**src/rtl/wormhole_output_arbiter_pkg.sv**
```systemverilog
// Shared flit definitions for the router output stage.
//   flit_tag_e    : packet position tag carried in the top 2 flit bits
//   flit_t        : tag + payload (34 bits total)
//   routed_flit_t : flit plus routing target and last-flit flag
//   arb_state_e   : output arbiter grant state
package wormhole_output_arbiter_pkg;
    localparam int ROUTE_TARGET_W = 3;
    localparam int PAYLOAD_W      = 32;

    typedef enum logic [1:0] {START, BODY, TAIL, START_AND_END} flit_tag_e;

    typedef struct packed {
        flit_tag_e              tag;
        logic [PAYLOAD_W-1:0]   payload;
    } flit_t;

    typedef struct packed {
        flit_t                    flit;
        logic [ROUTE_TARGET_W-1:0] target;
        logic                      last;
    } routed_flit_t;

    typedef enum logic {IDLE, LOCKED} arb_state_e;
endpackage

```
**src/rtl/wormhole_output_arbiter_rr_arbiter.sv**
```systemverilog
// Combinational rotate-priority encoder.
//   req : request vector
//   ptr : highest-priority index (must be < N)
//   any : at least one request
//   idx : first requester scanning ptr, ptr+1, ... modulo N (0 when none)
module rr_arbiter #(
    parameter int N  = 5,
    parameter int IW = $clog2(N)
) (
    input  logic [N-1:0]  req,
    input  logic [IW-1:0] ptr,
    output logic          any,
    output logic [IW-1:0] idx
);
    int j;

    // Scan from lowest priority to highest so the last hit is the winner.
    always_comb begin
        any = |req;
        idx = '0;
        j   = 0;
        for (int k = N - 1; k >= 0; k--) begin
            j = int'(ptr) + k;
            if (j >= N) j = j - N;
            if (req[j]) idx = IW'(j);
        end
    end
endmodule

```
**src/rtl/wormhole_output_arbiter.sv**
```systemverilog
// Per-output-port wormhole arbiter. Filters routed flits whose target equals
// PORT_ID, grants one input per packet round-robin and holds the grant until
// the last flit is accepted. Zero-cycle data path, registered grant state.
//   clk, rst        : clock, async active-high reset
//   in_valid/ready  : per-input flit handshake
//   in_flit         : per-input payload, packed NUM_INPUTS*FLIT_W
//   in_target       : per-input routing target, packed NUM_INPUTS*TARGET_W
//   in_last         : per-input last-flit flag
//   out_valid/ready : output flit handshake
//   out_flit        : selected payload
//   grant_idx       : selected input (meaningful when out_valid)
//   pkt_count       : wrapping count of forwarded packets
//   protocol_error  : sticky stream/target contract violation flag
module wormhole_output_arbiter
    import wormhole_output_arbiter_pkg::*;
#(
    parameter int NUM_INPUTS = 5,
    parameter int FLIT_W     = 34,
    parameter int TARGET_W   = ROUTE_TARGET_W,
    parameter int PORT_ID    = 0,
    parameter int CNT_W      = 16,
    localparam int IW        = $clog2(NUM_INPUTS)
) (
    input  logic                           clk,
    input  logic                           rst,
    input  logic [NUM_INPUTS-1:0]          in_valid,
    output logic [NUM_INPUTS-1:0]          in_ready,
    input  logic [NUM_INPUTS*FLIT_W-1:0]   in_flit,
    input  logic [NUM_INPUTS*TARGET_W-1:0] in_target,
    input  logic [NUM_INPUTS-1:0]          in_last,
    output logic                           out_valid,
    input  logic                           out_ready,
    output logic [FLIT_W-1:0]              out_flit,
    output logic [IW-1:0]                  grant_idx,
    output logic [CNT_W-1:0]               pkt_count,
    output logic                           protocol_error
);
    logic [NUM_INPUTS-1:0][FLIT_W-1:0]   flit_a;
    logic [NUM_INPUTS-1:0][TARGET_W-1:0] tgt_a;
    logic [NUM_INPUTS-1:0]               req;
    logic                                req_any;
    logic [IW-1:0]                       win_idx;

    arb_state_e    state, state_d;
    logic [IW-1:0] lock_idx, lock_d;
    logic [IW-1:0] rr_ptr, ptr_d;
    logic [IW-1:0] sel;
    logic          selected;
    logic          cnt_inc;
    logic          err_d;
    logic          stall_q;
    logic [IW-1:0] stall_idx;

    assign flit_a = in_flit;
    assign tgt_a  = in_target;

    for (genvar i = 0; i < NUM_INPUTS; i++) begin : g_req
        assign req[i] = in_valid[i] && (tgt_a[i] == TARGET_W'(PORT_ID));
    end

    rr_arbiter #(.N(NUM_INPUTS), .IW(IW)) u_rr (
        .req (req),
        .ptr (rr_ptr),
        .any (req_any),
        .idx (win_idx)
    );

    // Explicit wrap: NUM_INPUTS need not be a power of two.
    function automatic logic [IW-1:0] wrap_inc(input logic [IW-1:0] x);
        return (x == IW'(NUM_INPUTS - 1)) ? '0 : x + 1'b1;
    endfunction

    // Output mux and per-input ready.
    always_comb begin
        sel       = (state == LOCKED) ? lock_idx : win_idx;
        selected  = (state == LOCKED) || req_any;
        out_valid = (state == LOCKED) ? in_valid[lock_idx] : req_any;
        out_flit  = flit_a[sel];
        grant_idx = selected ? sel : '0;
        in_ready  = '0;
        if (selected) in_ready[sel] = out_ready;
    end

    // Lock on valid alone so a stalled flit cannot be displaced by a
    // higher-priority newcomer; only a single-flit accept stays in IDLE.
    always_comb begin
        state_d = state;
        lock_d  = lock_idx;
        ptr_d   = rr_ptr;
        cnt_inc = 1'b0;
        case (state)
            IDLE: begin
                if (req_any) begin
                    if (out_ready && in_last[win_idx]) begin
                        ptr_d   = wrap_inc(win_idx);
                        cnt_inc = 1'b1;
                    end else begin
                        state_d = LOCKED;
                        lock_d  = win_idx;
                    end
                end
            end
            LOCKED: begin
                if (in_valid[lock_idx] && out_ready && in_last[lock_idx]) begin
                    state_d = IDLE;
                    ptr_d   = wrap_inc(lock_idx);
                    cnt_inc = 1'b1;
                end
            end
            default: state_d = IDLE;
        endcase
        // Target drift inside a packet, or valid retracted while stalled.
        err_d = ((state == LOCKED) && in_valid[lock_idx] &&
                 (tgt_a[lock_idx] != TARGET_W'(PORT_ID))) ||
                (stall_q && !in_valid[stall_idx]);
    end

    always_ff @(posedge clk or posedge rst) begin
        if (rst) begin
            state          <= IDLE;
            lock_idx       <= '0;
            rr_ptr         <= '0;
            pkt_count      <= '0;
            protocol_error <= 1'b0;
            stall_q        <= 1'b0;
            stall_idx      <= '0;
        end else begin
            state     <= state_d;
            lock_idx  <= lock_d;
            rr_ptr    <= ptr_d;
            stall_q   <= out_valid && !out_ready;
            stall_idx <= sel;
            if (cnt_inc) pkt_count <= pkt_count + 1'b1;
            if (err_d) protocol_error <= 1'b1;
        end
    end
endmodule

```
**config.mk**
```make
export PLATFORM = sky130hd
export DESIGN_NAME = wormhole_output_arbiter
export DESIGN_NICKNAME = d
export VERILOG_FILES = /design/src/rtl/wormhole_output_arbiter_pkg.sv /design/src/rtl/wormhole_output_arbiter_rr_arbiter.sv /design/src/rtl/wormhole_output_arbiter.sv
export SDC_FILE = /design/constraint.sdc
export NUM_CORES = 1
export LEC_CHECK = 0
export CAP_MARGIN = 20
export CORE_ASPECT_RATIO = 1.1
export CORE_MARGIN = 2
export CORE_UTILIZATION = 41
export DETAILED_ROUTE_END_ITERATION = 7
export GPL_ROUTABILITY_DRIVEN = 0
export GPL_TIMING_DRIVEN = 0
export MAX_ROUTING_LAYER = met4
export PLACE_DENSITY = 0.88
export SLEW_MARGIN = 30
export SYNTH_ARGS = -nofsm -noshare
export SYNTH_HDL_FRONTEND = slang
export SYNTH_SLANG_ARGS = --single-unit
```
**constraint.sdc**
```tcl
create_clock -name clk -period 7.2 [get_ports clk]
set_input_delay 1.44 -clock clk [delete_from_list [all_inputs] [get_ports clk]]
set_output_delay 1.44 -clock clk [all_outputs]
set_load 0.01 [all_outputs]
```
### Yosys cells after proc, flatten, opt, wreduce, memory -nomap -nowiden

Index checks and enable logic that the tools add are counted.

| storage, ports and cells | value |
|---|---|
| bits in registers | 28 |
| bits of input ports | 198 |
| output and inout bits | 60 |
| word-level logic and storage cells | 125 |

| operators by class | value |
|---|---|
| add/subtract/negate cells | 12 |
| $lt $le $gt $ge | 15 |
| equality and inequality tests | 5 |
| muxes and demuxes | 57 |
| bitwise logic cells | 3 |
| reductions and logical operators | 26 |

Operators with widths:

| cell | count |
|---|---|
| 32-bit by 5-bit less-than comparator with 1-bit output, second input constant | 5 |
| 32-bit two-way mux | 5 |
| 32-bit by 4-bit >= comparator with 1-bit output, second input constant | 4 |
| 32-bit by 4-bit subtractor with 32-bit output, second input constant | 4 |
| 34-bit binary-select mux with 3-bit select | 1 |
| 3-bit two-way mux | 13 |
| 34-bit two-way mux | 1 |
| 1-bit binary-select mux with 3-bit select | 9 |
| 1-bit two-way mux | 22 |
| 16-bit by 1-bit adder with 16-bit output, second input constant | 1 |
| 3-bit by 4-bit less-than comparator with 1-bit output, second input constant | 4 |
| 3-bit zero test | 5 |
| 1-bit logical AND | 13 |
| 3-bit binary-select mux with 3-bit select | 1 |
| 3-bit by 2-bit adder with 4-bit output, second input constant | 2 |
| 3-bit by 1-bit adder with 3-bit output, second input constant | 2 |
| 3-bit equality test, second input constant | 2 |
| 3-bit one-hot mux with 2 select lines | 1 |
| 3-bit AND reduction | 2 |
| 5-bit AND | 1 |
| 5-bit two-way mux | 1 |
| 5-bit OR reduction | 1 |
| 3-bit by 1-bit adder with 4-bit output, second input constant | 1 |
| 3-bit by 3-bit adder with 4-bit output, second input constant | 1 |
| 11 further kinds | 16 |

### Depth between registers and ports, before layout

| logic depth | value |
|---|---|
| depth in word-level cells | 18 |
| mapped depth | 19 |
| gate-level depth less buffers | 17 |

### By module

From an unflattened synthesis, not the netlist that was laid out.

| unflattened totals | value |
|---|---|
| cell total of the unflattened synthesis | 498 |
| area, all modules | 4040.1 µm² |

By module, submodules not included:

| module | times used | cells an instance | area each (µm²) | sequential area each (µm²) |
|---|---|---|---|---|
| wormhole_output_arbiter | 1 | 320 | 2743.9 | 700.7 |
| rr_arbiter | 1 | 178 | 1296.2 | 0.0 |

### Worst setup path after synthesis

No wires, ideal clock.

| path | value |
|---|---|
| path kind | input to output |
| from | in in_target[10] |
| to | out out_flit[10] |
| arrival time | 4.170 ns |
| required time | 5.760 ns |
| path slack | 1.590 ns |
| stages | 12 |
| path buffers | 1 |
| cell sequence | or4b_2 > mux2i_1 > and2_1 > o31a_1 > nand2_1 > a311oi_1 > nor3_1 > a21o_1 > nor2_1 > clkbuf_1 > a21oi_1 > o22ai_1 |

| on the way | value |
|---|---|
| cells in the longest elaborated chain, start to end | 13 |
| elaborated cells on any way between the ends | 25 |
| classes of those cells | 23 x mux; 2 x reduce/logical |

Ends and longest elaborated chain:

| item | line | text |
|---|---|---|
| start, declared | wormhole_output_arbiter.sv:29 | `input logic [NUM_INPUTS*TARGET_W-1:0] in_target,` |
| 3-bit zero test * | wormhole_output_arbiter.sv:58 | `assign req[i] = in_valid[i] && (tgt_a[i] == TARGET_W'(PORT_ID));` |
| 1-bit logical AND * | wormhole_output_arbiter.sv:58 |  |
| 1-bit binary-select mux with 3-bit select | wormhole_output_arbiter_rr_arbiter.sv:25 | `if (req[j]) idx = IW'(j);` |
| 1-bit two-way mux (not written as such) (2 in a row) | wormhole_output_arbiter_rr_arbiter.sv:25 |  |
| 3-bit two-way mux (4 in a row) | wormhole_output_arbiter_rr_arbiter.sv:25 |  |
| 3-bit two-way mux * | wormhole_output_arbiter_rr_arbiter.sv:25 |  |
| 3-bit two-way mux * | wormhole_output_arbiter.sv:75 | `sel = (state == LOCKED) ? lock_idx : win_idx;` |
| 34-bit binary-select mux with 3-bit select * | wormhole_output_arbiter.sv:78 | `out_flit = flit_a[sel];` |
| 34-bit two-way mux (not written as such) * | wormhole_output_arbiter.sv:78 |  |
| end, declared | wormhole_output_arbiter.sv:33 | `output logic [FLIT_W-1:0] out_flit,` |

Mark *: on every way between the ends. The rest lies on a longest branch, timed or not. The select of a mux whose other input is x is not followed.

### Final worst setup path

| path | value |
|---|---|
| from | in in_valid[3] |
| to | out out_flit[22] |

| on the way | value |
|---|---|
| cells in the longest elaborated chain, start to end | 12 |
| elaborated cells on any way between the ends | 24 |
| classes of those cells | 23 x mux; 1 x reduce/logical |

Ends and longest elaborated chain:

| item | line | text |
|---|---|---|
| start, declared | wormhole_output_arbiter.sv:26 | `input logic [NUM_INPUTS-1:0] in_valid,` |
| 1-bit logical AND * | wormhole_output_arbiter.sv:58 |  |
| 1-bit binary-select mux with 3-bit select | wormhole_output_arbiter_rr_arbiter.sv:25 |  |
| 1-bit two-way mux (not written as such) (2 in a row) | wormhole_output_arbiter_rr_arbiter.sv:25 |  |
| 3-bit two-way mux (4 in a row) | wormhole_output_arbiter_rr_arbiter.sv:25 |  |
| 3-bit two-way mux * | wormhole_output_arbiter_rr_arbiter.sv:25 |  |
| 3-bit two-way mux * | wormhole_output_arbiter.sv:75 |  |
| 34-bit binary-select mux with 3-bit select * | wormhole_output_arbiter.sv:78 |  |
| 34-bit two-way mux (not written as such) * | wormhole_output_arbiter.sv:78 |  |

Marked as above.

==> results by group <==
Logic synthesis
  • Post-Syn Area per Cell: 7.33 sq um
  • Number of synthesized flops with an enable pin: 0
  • Netlist cell types: 77
  • Async SR Flop Fraction: 100%
  • Syn_nets: 784
  • Synthesized instance count: 569
  • Seq/Total Area, Yosys: 16.8%
  • Mapped Area: 0.00417 sq mm
  • Flops & latches, synth: 28
  • Syn. warnings: 0
  • Top_reg_cell synth: dfrtp_1

Setup path
  • Arrival time worst endpoint: 5660 ps
  • CP Launch Type: input pin
  • Slowest-stage cell, CP: or4b_2
  • Critical path's largest stage delay: 730 ps
  • Worst endpoint required time: 5760 ps
  • CP delay by family, top: buffers and inverters
  • CP Max Fanout: 10
  • CP Cell Sequence: clkdlybuf4s50_1 -> or4b_2 -> mux4_2 -> nor2_1 -> o31a_1 -> o31ai_4 -> mux2i_1 -> clkbuf_2 -> clkbuf_2 -> nand2_1 -> a21oi_1 -> a21oi_1 -> o22ai_2 -> clkdlybuf4s50_1
  • Crit Path Class: in2out
  • CP Capture Type: output pin
  • WP buf/inv: 4

Clock tree
  • Clk pin slew, worst setup/hold paths: 100 ps
  • CTS tree: built
  • Post-CTS Hold Buffers: 0
  • CTS Buf Count: 3
  • Clock tree buffer depth: 2
  • CTS H-tree depth: 1
  • Post-CTS setup buffers: 0
  • Root buffer cell: clkbuf_8
  • CTS sink cnt: 28
  • Resize count post-CTS: 8
  • Clk Latency, worst-skew pair: 270 ps

Power
  • Clock power frac: 3.6%
  • Switching Share: 51.5%
  • Power per cell area: 488 mW/mm^2
  • Maximum VDD drop: 0.000466 V
  • Combinational power share: 89.0%
  • Reg power frac: 7.4%
  • Cell internal pwr: 0.00167 W
  • P_leak: 2.91 nW
  • P_sw: 0.00177 W

Finish
  • Final nets: 1,046
  • Multi-input logic area: 0.00328 sq mm
  • Fraction of layout cells with a size suffix above 1: 9.04%
  • Final Non-Filler Cells: 954
  • Area growth from synthesis to layout: 69.1%
  • Filler cells: 794
  • Register area: 702 sq um
  • Post-route cell area: 0.00705 sq mm

Timing
  • Worst Tran Pin Value: 576 ps
  • Worst relative slew slack: 61.6%
  • Final Max Tran Viols: 0
  • Fraction of the cycle the final worst path needs: 98.6%
  • Final Hold Viols: 0
  • Minimum clock period: 7100 ps
  • Hold WS: 490 ps
  • Clk_skew: 10.7 ps
  • Finish-stage setup viols: 0
  • F_max: 141 MHz

GRT
  • Largest net degree at the start of global routing: 29
  • Vias in the first global route: 5,417
  • First-pass GRT wire length: 27.5 mm
  • Initial antenna violation count: 3
  • Gr usage total: 32.6%
  • Total gr overflow: 0

Floorplanning
  • Starting Density: 42.2%
  • Die H: 110 um
  • Die width: 100 um
  • IO Pins: 258
  • Core Region: 0.00989 sq mm
  • Die area: 0.0110 sq mm
  • Rows: 38

Placement
  • DP Wirelength: 15.3 mm
  • Placed cells: 946
  • DP Area: 0.00689 sq mm
  • IO Port Bufs: 257

Route
  • Vias: 5,707
  • First-pass DRT Iterations: 6
  • Final wirelength: 18.9 mm
  • Drc violations: 0
  • Post-route ant nets: 0
  • Iter 0 DRT Violations: 457
  • Routed length per instance: 19.8 um
  • Drt via density: 5.98

Job
  • Max-Cap Viols: 0

Worst hold path
  • Worst hold path type: reg2reg

Outcome
  • Status: completed
[per-layer routing]
metal / up-vias / wire length (um) / global-route usage [%]
li1: 2619 / - / -
met1: 2648 / 7060 / 39.9
met2: 382 / 9270 / 55.5
met3: 58 / 2030 / 6.23
met4: 0 / 565 / 8.02
met5: - / 0 / -
[worst reg2reg max path: cells and delay by family, from the launching register on]
family | cells | cell delay, ps
compound gates | 4 | 1460
fa+ha+maj | 2 | 640
buf+inv | 3 | 480
flops | 1 | 480
mux | 3 | 1060
simple gates | 4 | 620
[worst paths after layout]
kind | from | to | slack, ps | depth (start not counted)
max reg2reg | rr_ptr[0] | lock_idx[2] | 2350 | 16
min reg2reg | pkt_count[15] | pkt_count[15] | 490 | 1
min in group asynchronous | rst | pkt_count[10] | 1540 | 2
max in group asynchronous | rst | rr_ptr[1] | 5250 | 2
max | in_valid[3] | out_flit[22] | 100 | 14
min | pkt_count[15] | pkt_count[15] | 490 | 1
[kinds of logic after synthesis]
logic type	Yosys count	share of synthesized area, %
compound gates	194	29.5
fa+ha+maj	17	5.28
xor+xnor	21	4.77
mux	54	13.8
simple gates	200	23.9
flops	28	16.8
buf+inv	55	5.94
[power groups by stage]
| stage | logic, W | registers (W) | clock network [W] |
|---|---|---|---|
| 2_1_floorplan | 0.00179 | 0.000243 | 0 |
| 3_3_place_gp | 0.00286 | 0.000250 | 0 |
| 3_5_place_dp | 0.00294 | 0.000252 | 0 |
| 4_1_cts | 0.00297 | 0.000251 | 0.000123 |
| 5_1_grt | 0.00326 | 0.000259 | 0.000130 |
| 6_report | 0.00306 | 0.000254 | 0.000123 |
[cell type report]
type | count | area share (%)
Clock buffer | 3 | 0.586
Antenna cell | 4 | 0.142
Tap cell | 120 | 2.13
Buffer | 35 | 2.66
Multi-Input combinational cell | 486 | 46.5
Clock inverter | 1 | 0.426
Inverter | 20 | 1.06
Sequential cell | 28 | 9.95
Timing Repair Buffer | 257 | 36.5
[cells in the mapped netlist, types with 9 or more instances]
cell type  number  share of area (%)
nand2_1        99                8.9
a21oi_1        92                 11
mux2i_1        48                 12
o22ai_1        38                5.7
dfrtp_1        28                 17
nor2_1         22                2.0
clkbuf_1       20                1.8
inv_1          18                1.6
ha_1           16                4.8
o21ai_0        13                1.6
xnor2_1        13                2.7
nand3_1        12                1.4
nor3_1          9                1.1
[placed cells by master (no fill, tap or decap), types with 12 or more instances in the layout]
master,count
clkdlybuf4s50_1,256
o22ai_1,36
nor2_1,21
a21oi_1,92
inv_1,17
o21ai_0,13
ha_1,16
mux2i_1,48
nand3_1,12
nand2_1,99
xnor2_1,13
dfrtp_1,27
[through the flow]
step | setup slack [ps] | util, % | total power [W] | setup TNS, ps
2_1_floorplan | 1590 | - | 0.00203 | 0
3_5_place_dp | -408 | 69.7 | 0.00319 | -5730
3_3_place_gp | -348 | 69.7 | 0.00311 | -4350
5_1_grt | -1.22 | 71.3 | 0.00365 | -1.26
6_report | 98.7 | 71.3 | 0.00344 | 0
4_1_cts | 10.6 | 70.7 | 0.00334 | 0
[flip-flops by register name, summed over array words and instances, names as in the netlist]
name            flops
stall_q             1
protocol_error      1
rr_ptr              3
stall_idx           3
pkt_count          16
lock_idx            3
state               1
Power figures use the tool's default switching activity.
